<file path="src/rtl/load_store_unit.sv">
// Load/store unit: turns an ALU effective address into a word-organised data memory
// req/ack transaction and returns an aligned, extended load value or an error response.
module load_store_unit #(
   parameter int DATA_WIDTH  = 32,
   parameter int ADDR_WIDTH  = 9,
   parameter int ACK_TIMEOUT = 16
) (
   input  logic                  clk,
   input  logic                  rst_n,
   input  logic                  req_valid,
   output logic                  req_ready,
   input  logic                  mem_read,
   input  logic                  mem_write,
   input  logic [2:0]            funct3,
   input  logic [DATA_WIDTH-1:0] alu_result,
   input  logic [DATA_WIDTH-1:0] store_data,
   output logic                  resp_valid,
   output logic [DATA_WIDTH-1:0] load_data,
   output logic                  access_err,
   output logic                  dmem_req,
   output logic                  dmem_we,
   output logic [3:0]            dmem_be,
   output logic [ADDR_WIDTH-1:0] dmem_addr,
   output logic [DATA_WIDTH-1:0] dmem_wdata,
   input  logic                  dmem_ack,
   input  logic [DATA_WIDTH-1:0] dmem_rdata
);

   typedef enum logic [1:0] {
      IDLE   = 2'd0,
      ACCESS = 2'd1,
      DONE   = 2'd2
   } state_t;

   state_t state, next_state;

   logic [ADDR_WIDTH+1:0] addr_q;
   logic [2:0]            funct3_q;
   logic [DATA_WIDTH-1:0] wdata_q;
   logic [DATA_WIDTH-1:0] rdata_q;
   logic                  write_q;
   logic                  err_q;
   logic [31:0]           count_q;

   logic accept;
   logic funct3_ok;
   logic illegal;
   logic misaligned;
   logic req_err;
   logic timeout_hit;
   logic unused_addr_bits;

   logic [7:0]            byte_lane;
   logic [15:0]           half_lane;
   logic [DATA_WIDTH-1:0] ext_data;
   logic [3:0]            store_be;
   logic [DATA_WIDTH-1:0] store_wdata;

   assign unused_addr_bits = ^alu_result[DATA_WIDTH-1:ADDR_WIDTH+2];

   // Unsigned load widths have no store counterpart.
   always_comb begin
      funct3_ok = 1'b0;
      case (funct3)
         3'b000, 3'b001, 3'b010: funct3_ok = 1'b1;
         3'b100, 3'b101:         funct3_ok = ~mem_write;
         default:                funct3_ok = 1'b0;
      endcase
   end

   assign accept      = (state == IDLE) && req_valid && (mem_read || mem_write);
   assign illegal     = (mem_read && mem_write) || !funct3_ok;
   assign misaligned  = ((funct3[1:0] == 2'b01) && alu_result[0]) ||
                        ((funct3 == 3'b010) && (alu_result[1:0] != 2'b00));
   assign req_err     = illegal || misaligned;
   assign timeout_hit = (ACK_TIMEOUT != 0) && (count_q == 32'(ACK_TIMEOUT - 1));

   always_ff @(posedge clk or negedge rst_n) begin
      if (!rst_n) begin
         state <= IDLE;
      end else begin
         state <= next_state;
      end
   end

   always_comb begin
      next_state = state;
      case (state)
         IDLE: begin
            if (accept) begin
               next_state = req_err ? DONE : ACCESS;
            end
         end
         ACCESS: begin
            if (dmem_ack || timeout_hit) begin
               next_state = DONE;
            end
         end
         DONE:    next_state = IDLE;
         default: next_state = IDLE;
      endcase
   end

   // Request context is frozen at accept so the memory side stays stable during ACCESS.
   always_ff @(posedge clk or negedge rst_n) begin
      if (!rst_n) begin
         addr_q   <= '0;
         funct3_q <= '0;
         wdata_q  <= '0;
         rdata_q  <= '0;
         write_q  <= 1'b0;
         err_q    <= 1'b0;
         count_q  <= '0;
      end else if (accept) begin
         addr_q   <= alu_result[ADDR_WIDTH+1:0];
         funct3_q <= funct3;
         wdata_q  <= store_data;
         rdata_q  <= '0;
         write_q  <= mem_write;
         err_q    <= req_err;
         count_q  <= '0;
      end else if (state == ACCESS) begin
         if (dmem_ack) begin
            rdata_q <= dmem_rdata;
         end else begin
            count_q <= count_q + 32'd1;
            if (timeout_hit) begin
               err_q <= 1'b1;
            end
         end
      end
   end

   always_comb begin
      case (addr_q[1:0])
         2'b00:   byte_lane = rdata_q[7:0];
         2'b01:   byte_lane = rdata_q[15:8];
         2'b10:   byte_lane = rdata_q[23:16];
         default: byte_lane = rdata_q[31:24];
      endcase
      half_lane = addr_q[1] ? rdata_q[31:16] : rdata_q[15:0];

      case (funct3_q)
         3'b000:  ext_data = {{24{byte_lane[7]}}, byte_lane};
         3'b100:  ext_data = {24'd0, byte_lane};
         3'b001:  ext_data = {{16{half_lane[15]}}, half_lane};
         3'b101:  ext_data = {16'd0, half_lane};
         default: ext_data = rdata_q;
      endcase

      case (funct3_q[1:0])
         2'b00: begin
            store_be    = 4'b0001 << addr_q[1:0];
            store_wdata = {4{wdata_q[7:0]}};
         end
         2'b01: begin
            store_be    = addr_q[1] ? 4'b1100 : 4'b0011;
            store_wdata = {2{wdata_q[15:0]}};
         end
         default: begin
            store_be    = 4'b1111;
            store_wdata = wdata_q;
         end
      endcase
   end

   // Memory-side outputs are only non-zero during ACCESS; response outputs only in DONE.
   always_comb begin
      req_ready  = (state == IDLE);
      resp_valid = 1'b0;
      load_data  = '0;
      access_err = 1'b0;
      dmem_req   = 1'b0;
      dmem_we    = 1'b0;
      dmem_be    = 4'b0000;
      dmem_addr  = '0;
      dmem_wdata = '0;
      if (state == ACCESS) begin
         dmem_req   = 1'b1;
         dmem_we    = write_q;
         dmem_be    = write_q ? store_be : 4'b1111;
         dmem_addr  = addr_q[ADDR_WIDTH+1:2];
         dmem_wdata = write_q ? store_wdata : '0;
      end
      if (state == DONE) begin
         resp_valid = 1'b1;
         access_err = err_q;
         load_data  = (err_q || write_q) ? '0 : ext_data;
      end
   end

endmodule
</file>
<file path="config.mk">
export PLATFORM = sky130hd
export DESIGN_NAME = load_store_unit
export DESIGN_NICKNAME = d
export VERILOG_FILES = /design/src/rtl/load_store_unit.sv
export SDC_FILE = /design/constraint.sdc
export NUM_CORES = 1
export LEC_CHECK = 0
export ABC_CLOCK_PERIOD_IN_PS = 3400
export CAP_MARGIN = 30
export CORE_UTILIZATION = 52
export DETAILED_ROUTE_END_ITERATION = 10
export PLACE_DENSITY = 0.93
export SLEW_MARGIN = 40
export SYNTH_ARGS = -nofsm -noshare
export SYNTH_HDL_FRONTEND = slang
export SYNTH_SLANG_ARGS = --single-unit
</file>
<file path="constraint.sdc">
create_clock -name clk -period 3.4 [get_ports clk]
set_input_delay 0.34 -clock clk [delete_from_list [all_inputs] [get_ports clk]]
set_output_delay 0.34 -clock clk [all_outputs]
set_load 0.1 [all_outputs]
</file>
==> summary.txt <==
Routing
  • Wirelength per Cell: 20.3 um
  • Routed wl met3: 1.84 mm
  • Routed met1 length: 7.41 mm
  • Total vias in the final route: 6116
  • Initial DRC count: 794
  • ANT nets after route: 0
  • Pre-Repair DR Iteration Count: 5
  • Final WL: 19.9 mm
  • Vias/cell: 6.24
  • Drt drc: 0
  • Uppermost layer routed: met4
  • Met2 wire length: 9.61 mm

Yosys
  • Post-Synthesis Net Count: 781
  • Mapped Area: 6410 um^2
  • Post-synth top flop: dfrtp_1
  • Post-synth EDFFs: 0
  • Synthesized area per cell: 9.50 um^2
  • YS warnings: 0
  • Number of synthesized register bits: 114
  • Async SR Flop Fraction: 1.00
  • Sequential fraction of the synthesis area: 0.445
  • Gate Count Post-Synth: 675
  • Count of different cell masters after synthesis: 51

Timing
  • Fin Setup TNS: 0 ns
  • Clock skew: 0.0109 ns
  • Slew Limit Headroom: 0.495
  • Max Freq: 0.339 GHz
  • Setup violators final: 0
  • RSZ-0062 raised after global routing: false
  • Final Hold Fails: 15
  • Final Max Tran Viols: 0
  • Hold_ws: -0.0220 ns
  • Worst slew pin tran: 0.757 ns
  • Min cycle time layout: 2.95 ns
  • Crit share post-route: 0.867

Clocking
  • CTS tree: built
  • CTS sink count: 114
  • Postcts setup bufs: 0
  • Clock buffer depth: 2
  • Inserted Clock Buffers: 17
  • CTS H-tree lvls: 4
  • Hold_buf cts: 0
  • Clk Latency, worst-skew pair: 0.42 ns
  • Clock transition at path regs: 0.05 ns
  • CTS Root Cell: clkbuf_16
  • Post-cts sizing count: 0

Pwr
  • Sw Ratio: 0.357
  • Sequential Power Share: 0.360
  • Switch Pwr: 1.77 mW
  • Max VDD drop: 0.400 mV
  • Clk network pwr share: 0.342
  • Int Pwr: 3.19 mW
  • Total power: 4.96 mW
  • Combinational Power Share: 0.299
  • LEAKAGE: 3.92 nW
  • P per Cell Area: 552 nW/um^2

Hold path
  • Hold Path Class: in -> async

Worst setup path
  • Crit path max fanout: 16
  • Crit start category: flip-flop
  • CP required: 3.06 ns
  • Worst Setup End Kind: output port
  • Arr. time, crit path: 2.61 ns
  • WS Path Type: reg -> out

Placement
  • Half-perimeter wire length after placement: 12.8 mm
  • Final GP Congestion: 0.960
  • Placed inst area: 8420 um^2
  • Port bufs: 165
  • DP Cell Count: 949

Floorplan
  • Row count: 40
  • Die W: 113 um
  • Die Y: 113 um
  • Top Ports: 187
  • Core Footprint: 12000 um^2
  • Die area: 12800 um^2
  • Initial Util: 0.534

Global routing
  • Initial antenna violation count: 0
  • GRT Util Overall: 0.319
  • First-pass GRT wire length: 31.5 mm
  • Pin count of the biggest net entering global routing: 65
  • Vias in the first global route: 6037
  • Total congestion overflow: 0

Layout
  • Filler Cells Inserted: 715
  • Layout area overhead: 40.1%
  • Final nets: 927
  • Final non-filler cell total: 980
  • Most frequent cells in the layout: dfrtp_1, nand2_1, clkdlybuf4s50_1
  • Post-Layout Inst Area: 8980 um^2
  • N_diodes: 0
  • Layout cell share with drive strength beyond 1: 0.257
  • Seq. cell area: 2850 um^2
  • Area of the multi-input gates: 3240 um^2
  • Most common cell after layout, fill and taps aside: dfrtp_1
  • Core Util, Final: 0.748

Run status
  • Failing checks: negative hold slack
  • Status: finished, violations left

Run
  • Max cap viols: 0
synthesized netlist by cell type, types with 4 or more instances:
library cell	number	area share
a21oi_1	56	0.044
clkbuf_1	17	0.010
nand3_1	20	0.016
nor3_1	7	0.0055
inv_1	13	0.0076
mux2i_1	17	0.027
nor4_2	13	0.025
dfrtp_1	114	0.44
o21ai_0	8	0.0062
xor2_1	4	0.0055
xnor2_1	26	0.036
buf_6	6	0.011
a21o_1	16	0.019
mux2_2	46	0.081
buf_2	23	0.018
nand2_1	106	0.062
and3_1	11	0.011
buf_1	4	0.0023
and2_1	14	0.014
nor4_1	9	0.0088
nor2b_1	8	0.0078
o221a_2	7	0.012
a31oi_1	15	0.015
a211oi_1	8	0.0094
nor2_1	62	0.036
nand4_1	8	0.0078
worst paths after layout:
check                              start             to  slack (ns)  depth (start not counted)
min                                rst_n    wdata_q[22]       -0.02                          1
min in group clk           dmem_rdata[3]     rdata_q[3]        0.47                          3
max in group asynchronous          rst_n    count_q[12]        2.65                          2
min reg2reg                    addr_q[4]      addr_q[4]        0.50                          1
max reg2reg                   count_q[4]    count_q[31]        1.19                          5
max                             state[0]  load_data[25]        0.45                          5
area by class of cell:
type / instances / area share
Clock buffer: 22 / 0.0539
Clock inverter: 9 / 0.00905
Inverter: 14 / 0.00585
Multi-Input combinational cell: 495 / 0.361
Sequential cell: 114 / 0.318
Tap cell: 147 / 0.0205
Timing Repair Buffer: 179 / 0.232
metrics by stage:
step / worst slack, ns / hold WS [ns]
floorplan: 0.227 / 0.0444
global placement: 0.924 / 0.455
detailed placement: 0.953 / 0.458
CTS: 0.522 / 0.0174
global route: 0.367 / 0.0384
finish: 0.451 / -0.0220
power groups by stage:
stage | logic (mW) | clock network, mW | registers [mW]
floorplan | 1.07 | 0 | 1.71
detailed placement | 1.44 | 0 | 1.78
CTS | 1.47 | 1.70 | 1.77
global route | 1.56 | 1.76 | 1.81
global placement | 1.40 | 0 | 1.77
finish | 1.48 | 1.70 | 1.78
routing by layer:
metal	up-vias	track usage
met3	101	0.0755
met4	0	0.195
met2	456	0.506
met1	2913	0.398
met5	-	0
li1	2646	-
flip-flops by register name (all words and copies together), names as in the netlist:
name	flops
rdata_q	32
count_q	32
addr_q	11
state	2
wdata_q	32
write_q	1
funct3_q	3
err_q	1
kinds of logic after synthesis:
family / count (synthesis) / synth area share
AO/OA/AOI/OAI: 117 / 0.113
XOR/XNOR: 30 / 0.0410
adder cells (fa/ha/maj): 1 / 0.00195
buffers and inverters: 66 / 0.0513
flip-flops: 114 / 0.445
multiplexers: 65 / 0.113
AND/OR/NAND/NOR: 282 / 0.234
critical path: stages, from the launching register on:
cell	delay, ns
dfrtp_1	0.46
nand2b_4	0.19
nor3_2	0.53
and2_1	0.56
a21o_1	0.26
buf_12	0.19
Power figures use the tool's default switching activity.
